## config.mk

```make
export PLATFORM = sky130hd
export DESIGN_NAME = fp_mul_seq
export DESIGN_NICKNAME = d
export VERILOG_FILES = /design/src/rtl/fp_mul_pkg.sv /design/src/rtl/fp_round_norm.sv /design/src/rtl/fp_mul_seq.sv
export SDC_FILE = /design/constraint.sdc
export NUM_CORES = 1
export LEC_CHECK = 0
export CAP_MARGIN = 20
export CORE_MARGIN = 1.5
export CORE_UTILIZATION = 63
export DETAILED_ROUTE_END_ITERATION = 12
export GPL_ROUTABILITY_DRIVEN = 0
export PLACE_DENSITY = 0.95
export SLEW_MARGIN = 20
export SYNTH_ARGS = -nofsm -noshare
export SYNTH_HDL_FRONTEND = slang
export SYNTH_SLANG_ARGS = --single-unit
```

## constraint.sdc

```tcl
create_clock -name clk -period 7.08 [get_ports clk]
set_input_delay 0.708 -clock clk [delete_from_list [all_inputs] [get_ports clk]]
set_output_delay 0.708 -clock clk [all_outputs]
set_load 0.03 [all_outputs]
```

## src/rtl/fp_mul_pkg.sv

```systemverilog
// Shared types and constants for the sequential floating-point multiplier.
//   state_t       : FSM encoding (IDLE, MUL, NORM, DONE)
//   FLAG_*        : bit positions inside the 4-bit exception flag vector
//   bias_of       : exponent bias for a given exponent width
//   exp_max_of    : all-ones exponent (inf/NaN code) for a given exponent width
//   qnan_bits     : canonical quiet NaN pattern (sign 0, exp all ones, frac MSB 1)
//   BIAS, EXP_MAX : values for the default single-precision format
package fp_mul_pkg;

  typedef enum logic [1:0] {
    IDLE = 2'd0,
    MUL  = 2'd1,
    NORM = 2'd2,
    DONE = 2'd3
  } state_t;

  localparam int FLAG_INVALID   = 3;
  localparam int FLAG_OVERFLOW  = 2;
  localparam int FLAG_UNDERFLOW = 1;
  localparam int FLAG_INEXACT   = 0;

  function automatic int bias_of(input int exp_w);
    return (1 << (exp_w - 1)) - 1;
  endfunction

  function automatic int exp_max_of(input int exp_w);
    return (1 << exp_w) - 1;
  endfunction

  localparam int DEF_EXP_W = 8;
  localparam int BIAS      = bias_of(DEF_EXP_W);
  localparam int EXP_MAX   = exp_max_of(DEF_EXP_W);

  // Returned 64 bits wide; callers keep the low 1+exp_w+frac_w bits.
  function automatic logic [63:0] qnan_bits(input int exp_w, input int frac_w);
    logic [63:0] r;
    r = '0;
    for (int i = 0; i < exp_w; i++) r[frac_w + i] = 1'b1;
    r[frac_w - 1] = 1'b1;
    return r;
  endfunction

endpackage

```

## src/rtl/fp_round_norm.sv

```systemverilog
// Combinational normalise / round-to-nearest-even / range check stage.
//   prod    : raw significand product, 2*(FRAC_W+1) bits, value in [1,4)
//   exp_sum : e1 + e2 - bias, signed, EXP_W+2 bits
//   sign    : result sign
//   result  : packed {sign, exponent, fraction}
//   flags   : {invalid, overflow, underflow, inexact}; invalid is always 0 here
module fp_round_norm
  import fp_mul_pkg::*;
#(
  parameter int EXP_W  = 8,
  parameter int FRAC_W = 23
) (
  input  logic [2*FRAC_W+1:0]     prod,
  input  logic signed [EXP_W+1:0] exp_sum,
  input  logic                    sign,
  output logic [EXP_W+FRAC_W:0]   result,
  output logic [3:0]              flags
);

  localparam int PROD_W = 2 * (FRAC_W + 1);
  localparam int EXT_W  = EXP_W + 2;
  localparam logic signed [EXT_W-1:0] EMAX_S = EXT_W'(exp_max_of(EXP_W));

  logic                    norm;
  logic [PROD_W-2:0]       pn;
  logic [FRAC_W-1:0]       frac;
  logic                    guard;
  logic                    sticky;
  logic                    round_up;
  logic [FRAC_W:0]         frac_r;
  logic                    carry;
  logic signed [EXT_W-1:0] e_fin;

  always_comb begin
    // Align so the leading one sits just above pn's top bit; the bit below
    // the kept fraction is the guard, everything under it folds into sticky.
    norm     = prod[PROD_W-1];
    pn       = norm ? prod[PROD_W-2:0] : {prod[PROD_W-3:0], 1'b0};
    frac     = pn[PROD_W-2 -: FRAC_W];
    guard    = pn[PROD_W-2-FRAC_W];
    sticky   = |pn[PROD_W-3-FRAC_W:0];
    round_up = guard & (sticky | frac[0]);
    frac_r   = {1'b0, frac} + (FRAC_W+1)'(round_up);
    // A carry out of the fraction means 1.11..1 rounded to 10.0: the
    // fraction field is already zero, only the exponent moves.
    carry    = frac_r[FRAC_W];
    e_fin    = exp_sum + $signed({{(EXT_W-1){1'b0}}, norm})
                       + $signed({{(EXT_W-1){1'b0}}, carry});

    flags = 4'b0000;
    flags[FLAG_INEXACT] = guard | sticky;
    result = {sign, e_fin[EXP_W-1:0], frac_r[FRAC_W-1:0]};

    if (e_fin >= EMAX_S) begin
      result = {sign, {EXP_W{1'b1}}, {FRAC_W{1'b0}}};
      flags[FLAG_OVERFLOW] = 1'b1;
      flags[FLAG_INEXACT]  = 1'b1;
    end else if (e_fin <= 0) begin
      // No subnormal outputs: anything below the normal range flushes.
      result = {sign, {(EXP_W+FRAC_W){1'b0}}};
      flags[FLAG_UNDERFLOW] = 1'b1;
      flags[FLAG_INEXACT]   = 1'b1;
    end
  end

endmodule

```

## src/rtl/fp_mul_seq.sv

```systemverilog
// Sequential IEEE-754 multiplier with valid/ready on both sides.
//   clk, rst            : clock, synchronous active-high reset
//   in_valid / in_ready : operand handshake
//   in1, in2            : operands {sign, exponent, fraction}
//   out_valid/out_ready : result handshake
//   out, flags          : product and {invalid, overflow, underflow, inexact}
//   dbg_state           : current FSM state
//
// Handshake: a transfer happens on a rising edge where valid and ready are
// both high. in_ready is high only in IDLE; out_valid is high only in DONE,
// where out and flags are held until the transfer. No same-cycle bypass from
// DONE back to accepting new operands.
module fp_mul_seq
  import fp_mul_pkg::*;
#(
  parameter int EXP_W  = 8,
  parameter int FRAC_W = 23,
  parameter int BPC    = 1
) (
  input  logic                   clk,
  input  logic                   rst,
  input  logic                   in_valid,
  output logic                   in_ready,
  input  logic [EXP_W+FRAC_W:0]  in1,
  input  logic [EXP_W+FRAC_W:0]  in2,
  output logic                   out_valid,
  input  logic                   out_ready,
  output logic [EXP_W+FRAC_W:0]  out,
  output logic [3:0]             flags,
  output state_t                 dbg_state
);

  localparam int W      = 1 + EXP_W + FRAC_W;
  localparam int SIG_W  = FRAC_W + 1;
  localparam int PROD_W = 2 * SIG_W;
  localparam int N      = SIG_W / BPC;
  localparam int CNT_W  = (N > 1) ? $clog2(N) : 1;
  localparam int EXT_W  = EXP_W + 2;
  localparam int EBIAS  = bias_of(EXP_W);
  localparam logic [63:0]  QNAN64 = qnan_bits(EXP_W, FRAC_W);
  localparam logic [W-1:0] QNAN   = QNAN64[W-1:0];

  state_t              state;
  logic                sign_r;
  logic [EXP_W-1:0]    e1_r;
  logic [EXP_W-1:0]    e2_r;
  logic [PROD_W-1:0]   mc;     // multiplicand, shifted left BPC per cycle
  logic [SIG_W-1:0]    mb;     // multiplier, shifted right BPC per cycle
  logic [PROD_W-1:0]   acc;
  logic [CNT_W-1:0]    cnt;
  logic [W-1:0]        out_r;
  logic [3:0]          flags_r;

  // Operand fields
  logic                sa, sb;
  logic [EXP_W-1:0]    ea, eb;
  logic [FRAC_W-1:0]   fa, fb;

  assign sa = in1[W-1];
  assign sb = in2[W-1];
  assign ea = in1[FRAC_W +: EXP_W];
  assign eb = in2[FRAC_W +: EXP_W];
  assign fa = in1[FRAC_W-1:0];
  assign fb = in2[FRAC_W-1:0];

  // Classification. A zero exponent covers both true zero and subnormals,
  // which are flushed to zero without raising underflow.
  logic a_nan, b_nan, a_snan, b_snan, a_inf, b_inf, a_zero, b_zero;
  logic s_res;
  logic          spec_hit;
  logic [W-1:0]  spec_out;
  logic [3:0]    spec_flags;

  always_comb begin
    a_nan  = (&ea) && (fa != '0);
    b_nan  = (&eb) && (fb != '0);
    a_snan = a_nan && !fa[FRAC_W-1];
    b_snan = b_nan && !fb[FRAC_W-1];
    a_inf  = (&ea) && (fa == '0);
    b_inf  = (&eb) && (fb == '0);
    a_zero = (ea == '0);
    b_zero = (eb == '0);
    s_res  = sa ^ sb;

    spec_hit   = 1'b1;
    spec_out   = '0;
    spec_flags = 4'b0000;
    if (a_nan || b_nan) begin
      spec_out = QNAN;
      spec_flags[FLAG_INVALID] = a_snan | b_snan;
    end else if ((a_inf && b_zero) || (b_inf && a_zero)) begin
      spec_out = QNAN;
      spec_flags[FLAG_INVALID] = 1'b1;
    end else if (a_inf || b_inf) begin
      spec_out = {s_res, {EXP_W{1'b1}}, {FRAC_W{1'b0}}};
    end else if (a_zero || b_zero) begin
      spec_out = {s_res, {(W-1){1'b0}}};
    end else begin
      spec_hit = 1'b0;
    end
  end

  // BPC partial products for this MUL cycle.
  logic [PROD_W-1:0] pp_sum;

  always_comb begin
    pp_sum = acc;
    for (int j = 0; j < BPC; j++) begin
      if (mb[j]) pp_sum = pp_sum + (mc << j);
    end
  end

  // Normalise/round stage, sampled in NORM.
  logic signed [EXT_W-1:0] exp_sum;
  logic [W-1:0]            rn_result;
  logic [3:0]              rn_flags;

  assign exp_sum = {2'b00, e1_r} + {2'b00, e2_r} - EXT_W'(EBIAS);

  fp_round_norm #(
    .EXP_W  (EXP_W),
    .FRAC_W (FRAC_W)
  ) u_round_norm (
    .prod    (acc),
    .exp_sum (exp_sum),
    .sign    (sign_r),
    .result  (rn_result),
    .flags   (rn_flags)
  );

  always_ff @(posedge clk) begin
    if (rst) begin
      state   <= IDLE;
      sign_r  <= 1'b0;
      e1_r    <= '0;
      e2_r    <= '0;
      mc      <= '0;
      mb      <= '0;
      acc     <= '0;
      cnt     <= '0;
      out_r   <= '0;
      flags_r <= 4'b0000;
    end else begin
      case (state)
        IDLE: begin
          if (in_valid) begin
            sign_r <= s_res;
            e1_r   <= ea;
            e2_r   <= eb;
            mc     <= {{SIG_W{1'b0}}, 1'b1, fa};
            mb     <= {1'b1, fb};
            acc    <= '0;
            cnt    <= '0;
            if (spec_hit) begin
              out_r   <= spec_out;
              flags_r <= spec_flags;
              state   <= DONE;
            end else begin
              state <= MUL;
            end
          end
        end
        MUL: begin
          acc <= pp_sum;
          mc  <= mc << BPC;
          mb  <= mb >> BPC;
          cnt <= cnt + CNT_W'(1);
          if (cnt == CNT_W'(N - 1)) state <= NORM;
        end
        NORM: begin
          out_r   <= rn_result;
          flags_r <= rn_flags;
          state   <= DONE;
        end
        DONE: begin
          if (out_ready) state <= IDLE;
        end
        default: state <= IDLE;
      endcase
    end
  end

  assign in_ready  = (state == IDLE);
  assign out_valid = (state == DONE);
  assign out       = out_r;
  assign flags     = flags_r;
  assign dbg_state = state;

endmodule

```

## After elaboration in Yosys (flattened, before gate mapping)

Index checks and enable logic that the tools add are counted.

| operators by class | value |
|---|---|
| $add $sub $neg | 7 |
| multipliers | 0 |
| div/mod/pow operators | 0 |
| order comparisons | 2 |
| eq/ne operators | 9 |
| shifts and indexed selects | 0 |
| muxes and demuxes | 37 |
| bitwise gates (word level) | 5 |
| reduce and logical (&&, ||, !) cells | 31 |

Operator list:

| kind | count |
|---|---|
| 32-bit two-way mux | 6 |
| 48-bit case mux with 2 select lines | 2 |
| 48-bit two-way mux | 3 |
| 32-bit case mux with 2 select lines | 1 |
| 31-bit two-way mux | 2 |
| 48-bit adder | 1 |
| 24-bit case mux with 2 select lines | 1 |
| 47-bit two-way mux | 1 |
| 23-bit zero test | 2 |
| 23-bit nonzero test | 2 |
| 23-bit by 1-bit adder with 24-bit output | 1 |
| 24-bit two-way mux | 1 |
| 23-bit OR reduction | 1 |
| 10-bit by 2-bit adder with 10-bit output | 2 |
| 8-bit zero test | 2 |
| 8-bit AND reduction | 2 |
| 10-bit by 9-bit >= comparator with 1-bit output, second input constant | 1 |
| 10-bit by 1-bit <= comparator with 1-bit output, second input constant | 1 |
| 2-bit two-way mux | 5 |
| 5-bit case mux with 2 select lines | 1 |
| 9-bit by 7-bit subtractor with 10-bit output, second input constant | 1 |
| 8-bit by 8-bit adder with 9-bit output | 1 |
| 1-bit two-way mux | 9 |
| 3-bit AND reduction | 3 |
| 19 further kinds | 39 |

| word-level totals | value |
|---|---|
| register bits | 180 |
| latch bits | 0 |
| memory bits (writable) | 0 |
| bits in read-only memories | 0 |
| input bits | 68 |
| output and inout bits | 40 |
| logic and storage cells | 101 |
| memories | 0 |

## Logic depth before layout (Yosys ltp)

| logic depth | value |
|---|---|
| word-level depth | 10 |
| mapped depth | 19 |
| mapped depth without buffers | 17 |

## By module

A second synthesis with hierarchy kept.

| second synthesis, totals | value |
|---|---|
| cell total of the unflattened synthesis | 1466 |
| area total of the unflattened synthesis | 11617.4 sq um |

Modules (own cells, without submodules):

| module | instances | cells each | area each (sq um) | sequential area each (sq um) |
|---|---|---|---|---|
| fp_mul_seq | 1 | 1202 | 9897.0 | 3603.5 |
| fp_round_norm | 1 | 264 | 1720.4 | 0.0 |

## Worst setup path before layout

OpenSTA, ideal clock, no wires.

| path | value |
|---|---|
| path type | register to register |
| start point | register acc[33] |
| end point | register out_r[15] (netlist: out[15]) |
| setup time | 123 ps |
| arrival | 4245 ps |
| data required time | 6957 ps |
| setup slack | 2712 ps |
| cell stages (with the launch flop) | 20 |
| path buffers | 2 |
| clock period less this slack | 4368 ps |
| path through | dfxtp_1 -> clkbuf_1 -> mux2i_1 -> nor3b_1 -> nand4_2 -> nor4_4 -> nor4bb_1 -> fa_1 -> inv_1 -> fa_1 -> nor2b_1 -> o21ai_1 -> a21boi_1 -> nor2_1 -> or3_1 -> a211oi_1 -> a31oi_2 -> nand3_1 -> buf_2 -> o21ai_0 |

| between the ends | value |
|---|---|
| word-level cells in the longest chain between the ends | 7 |
| elaborated cells on any way between the ends | 8 |
| classes of those cells | add/sub: 2; order compare: 2; mux: 4 |

Ends and longest elaborated chain:

| what | line | RTL |
|---|---|---|
| start, declared | fp_mul_seq.sv:49 | `logic [PROD_W-1:0] acc;` |
| start signal, assigned | fp_mul_seq.sv:164 | `acc <= pp_sum;` |
| 47-bit two-way mux (*) | fp_round_norm.sv:38 | `pn = norm ? prod[PROD_W-2:0] : {prod[PROD_W-3:0], 1'b0};` |
| 23-bit by 1-bit adder with 24-bit output (*) | fp_round_norm.sv:43 | `frac_r = {1'b0, frac} + (FRAC_W+1)'(round_up);` |
| 10-bit by 2-bit adder with 10-bit output | fp_round_norm.sv:48 | `+ $signed({{(EXT_W-1){1'b0}}, carry});` |
| 10-bit by 1-bit <= comparator with 1-bit output | fp_round_norm.sv:58 | `end else if (e_fin <= 0) begin` |
| 31-bit two-way mux | fp_round_norm.sv:58 |  |
| 31-bit two-way mux (*) | fp_round_norm.sv:54 | `if (e_fin >= EMAX_S) begin` |
| 32-bit case mux with 2 select lines (*) | fp_mul_seq.sv:144 | `case (state)` |
| end signal, assigned | fp_mul_seq.sv:155 | `out_r <= spec_out;` |
| end signal, assigned | fp_mul_seq.sv:171 | `out_r <= rn_result;` |
| end, declared | fp_mul_seq.sv:51 | `logic [W-1:0] out_r;` |

Mark *: on every way between the ends. The rest lies on a longest branch, timed or not.
A chain may end at the register's enable or synchronous reset.

## Final worst setup path

| path | value |
|---|---|
| start point | register acc[47] |
| end point | register out_r[0] (netlist: out[0]) |

| between the ends | value |
|---|---|
| word-level cells in the longest chain between the ends | 10 |
| elaborated cells on any way between the ends | 12 |
| classes of those cells | add/sub: 3; order compare: 2; mux: 4; bitwise: 2; reduce/logical: 1 |

Ends and longest elaborated chain:

| what | line | RTL |
|---|---|---|
| 47-bit two-way mux | fp_round_norm.sv:38 |  |
| 23-bit OR reduction | fp_round_norm.sv:41 | `sticky = \|pn[PROD_W-3-FRAC_W:0];` |
| 1-bit OR | fp_round_norm.sv:42 | `round_up = guard & (sticky \| frac[0]);` |
| 1-bit AND | fp_round_norm.sv:42 |  |
| 23-bit by 1-bit adder with 24-bit output | fp_round_norm.sv:43 |  |
| 10-bit by 2-bit adder with 10-bit output | fp_round_norm.sv:48 |  |
| 10-bit by 1-bit <= comparator with 1-bit output | fp_round_norm.sv:58 |  |
| 31-bit two-way mux | fp_round_norm.sv:58 |  |
| 31-bit two-way mux (*) | fp_round_norm.sv:54 |  |
| 32-bit case mux with 2 select lines (*) | fp_mul_seq.sv:144 |  |

Marked as above.

==> qor.csv <==
stage,metric,value,unit
run_status,status,"finished, final reports clean",
timing,Fin. Hold Viols,0,
die,CORE AREA,17400,sq um
min_path,HP Class,reg2reg,
logic_synthesis,largest area contributor in the netlist,dfxtp_1,
timing,final setup TNS,0,ns
logic_synthesis,ys async rst share,0,%
global_routing,initial antenna violation count,0,
finish,"commonest non-fill, non-tap cells in the layout","179 x dfxtp_1, 157 x nor2_1, 140 x nand2_1",
job,max-cap viol count,0,
timing,fin crit share,82.2,%
worst_setup_path,crit-path leading delay family,simple AND/OR/NAND/NOR gates,
drt,router iterations before antenna repair,8,
finish,Util after Layout,74.4,%
place,placed cells,1628,
worst_setup_path,crit path buf inv count,1,
clocking,clk root buf,clkbuf_16,
logic_synthesis,register area share after synthesis,32.0,%
place,post-DP HPWL,21100,um
clocking,CTS sink count,180,
drt,DRC violations left,0,
logic_synthesis,share of the synthesized area in the top cell type,32.0,%
global_routing,vias in the first global route,10800,
global_routing,GR Util All Layers,34.4,%
clocking,postcts setup bufs,0,
worst_setup_path,CP required,7.37,ns
worst_setup_path,FF-to-FF path depth,17,
clocking,post-CTS sizing,0,
logic_synthesis,Netlist Area Pre-Place,11300,sq um
die,Die X,137,um
global_routing,first-pass GRT wire length,51700,um
logic_synthesis,"top cells by area, synth","dfxtp_1 32%, ha_1 7.5%, nor2_1 5.3%",
drt,DRT antenna net count,0,
global_routing,total global routing overflow,0,
logic_synthesis,"Top FF cell, synth",dfxtp_1,
finish,Final Instance Count excl. Fillers,1660,
timing,RSZ-0062 raised after global routing,no,
timing,Period minus WS final,5.82,ns
timing,Worst Tran Pin Value,1.16,ns
power_and_ir_drop,Overall Power,2.96,mW
worst_setup_path,crit-path most repeated cell,fa_1,
die,# IOs,108,
finish,Inserted Diodes,0,
min_path,Hold Path Depth,2,
clocking,clk slew on worst S/H paths,0.07,ns
finish,area grow syn2layout,15.0,%
drt,drt initial violations,1101,
clocking,# hold bufs at CTS,0,
power_and_ir_drop,PwrDens,228,nW/um^2
clocking,maximum root-to-sink buffer count,2,
worst_setup_path,CP Capture Type,flip-flop,
drt,vias per std cell,6.66,
drt,DR vias,11000,
worst_setup_path,Max stage delay on crit path,0.69,ns
drt,routed len/inst,18.9,um
timing,Slew headroom,23.0,%
die,die area,18700,sq um
worst_setup_path,CP Cell Sequence,nand2_1 > a2111oi_4 > nand4_2 > nor4_4 > nor4bb_1 > fa_1 > inv_1 > fa_1 > nor2b_1 > o21ai_1 > a21boi_1 > nor2_1 > or3_1 > a211oi_1 > a31oi_2 > nand3_1 > o21ai_0,
global_routing,pin count of the biggest net entering global routing,96,
finish,"commonest non-fill, non-tap cell in the layout",dfxtp_1,
die,Initial Util,64.7,%
place,number of port buffers,107,
worst_setup_path,Max Fanout on Critical Path,25,
finish,share of cells above drive strength 1,6.48,%
worst_setup_path,Worst path slowest cell,dfxtp_2,
timing,f_max,172,MHz
timing,Max Slew Vio Count,0,
clocking,H-tree level count,4,
worst_setup_path,critical setup path kind,reg2reg,
worst_setup_path,startpoint types,flip-flop,
worst_setup_path,CP Data Arrival Time,6.11,ns
worst_setup_path,WP depth,17,
clocking,CTS tree,yes,
finish,final layout net count,1561,
timing,Clock Skews,0.0145,ns
power_and_ir_drop,P_leak,5.10,nW
logic_synthesis,synth unique cells,90,
die,die height,137,um
power_and_ir_drop,Peak supply drop,0.205,mV
logic_synthesis,Post-synth EDFFs,0,
die,Rows,48,
logic_synthesis,Syn Area/Cell,8.28,sq um
clocking,Skew-Pair Late Insertion Delay,0.45,ns
timing,Setup-failing EPs final,0,
logic_synthesis,Mapped Cells,1362,
drt,total wire length,31300,um
logic_synthesis,Synth Net Count,1501,
logic_synthesis,Ys Warns,0,
logic_synthesis,register bit count reported by yosys,180,
clocking,Inserted Clock Buffers,17,
==> logic make-up (layout without fill, tap and decap cells) <==
| logic type | Yosys count | in the layout | synth area share, % |
|---|---|---|---|
| AND/OR/NAND/NOR | 469 | 469 | 19.8 |
| AO/OA/AOI/OAI | 416 | 416 | 26.0 |
| flip-flops | 180 | 180 | 32.0 |
| buffers and inverters | 112 | 185 | 4.42 |
| adder cells (fa/ha/maj) | 71 | 71 | 8.08 |
| multiplexers | 63 | 63 | 5.65 |
| XOR/XNOR | 51 | 51 | 4.03 |
==> stage by stage <==
stage | hold slack, ns | setup WS [ns] | instance area (sq um)
finish | 0.449 | 1.26 | 13000
global route | 0.460 | 0.879 | 13000
CTS | 0.451 | 1.39 | 13000
detailed placement | 0.442 | 1.44 | 12400
global placement | 0.434 | 1.66 | 12400
floorplan | 0.436 | 2.71 | 11300
==> layer usage <==
metal  global-route usage, %  share of wire (%)  wire, um  up-vias
li1                        -                  -         -     5136
met5                       0                  0         0        -
met2                    58.9                 49     15300      585
met3                    5.93                7.6      2370      131
met1                    41.4                 40     12500     5197
met4                    17.4                3.9      1210        0
==> report_power, final <==
part	switching (mW)	internal [mW]
sequential	0.0792	1.11
clock	0.444	0.516
combinational	0.505	0.305
total	1.03	1.93
==> state kept, by name, indices dropped and copies added (netlist names), 4 cells and up <==
signal  flops
acc        48
cnt         5
e1_r        8
e2_r        8
flags       4
mb         24
mc         48
out        32
==> synthesized netlist by cell type (5+ instances only) <==
| library cell | number |
|---|---|
| a211o_1 | 5 |
| a211oi_1 | 67 |
| a21o_1 | 36 |
| a21oi_1 | 84 |
| a22oi_1 | 50 |
| a31oi_1 | 8 |
| and2_1 | 9 |
| and3_1 | 16 |
| buf_1 | 9 |
| buf_6 | 7 |
| clkbuf_1 | 52 |
| dfxtp_1 | 180 |
| ha_1 | 68 |
| inv_1 | 36 |
| mux2_2 | 5 |
| mux2i_1 | 58 |
| nand2_1 | 140 |
| nand2b_1 | 10 |
| nand3_1 | 27 |
| nand4_1 | 20 |
| nor2_1 | 158 |
| nor2b_1 | 11 |
| nor3_1 | 15 |
| nor3b_1 | 5 |
| nor4_1 | 16 |
| o211ai_1 | 9 |
| o21a_1 | 5 |
| o21ai_0 | 59 |
| o21ai_1 | 20 |
| o21bai_1 | 11 |
| o31ai_1 | 6 |
| or2_2 | 5 |
| or3_1 | 8 |
| or4_1 | 6 |
| xnor2_1 | 23 |
| xor2_1 | 27 |
==> cell type report <==
type,instances,area [sq um]
multi-input combinational,1070,7200
fill,1209,4460
sequential,180,3600
timing repair buffer,117,1140
clock buffer,19,453
tap,225,282
clock inverter,13,141
inverter,36,135
==> tightest hold or removal path, delay by kind of cell (launching register included) <==
kind | cells | cell delay [ns]
AO/OA/AOI/OAI | 1 | 0.05
flip-flops | 1 | 0.31
AND/OR/NAND/NOR | 1 | 0.05
==> path summary, 6_finish.rpt <==
path	start	to	slack [ns]
max	acc[47]$_SDFFE_PP0P_	out[0]$_SDFFE_PP0P_	1.26
max reg2reg	acc[47]$_SDFFE_PP0P_	out[0]$_SDFFE_PP0P_	1.26
min	out[19]$_SDFFE_PP0P_	out[19]$_SDFFE_PP0P_	0.45
min reg2reg	out[19]$_SDFFE_PP0P_	out[19]$_SDFFE_PP0P_	0.45
Power figures use the tool's default switching activity.
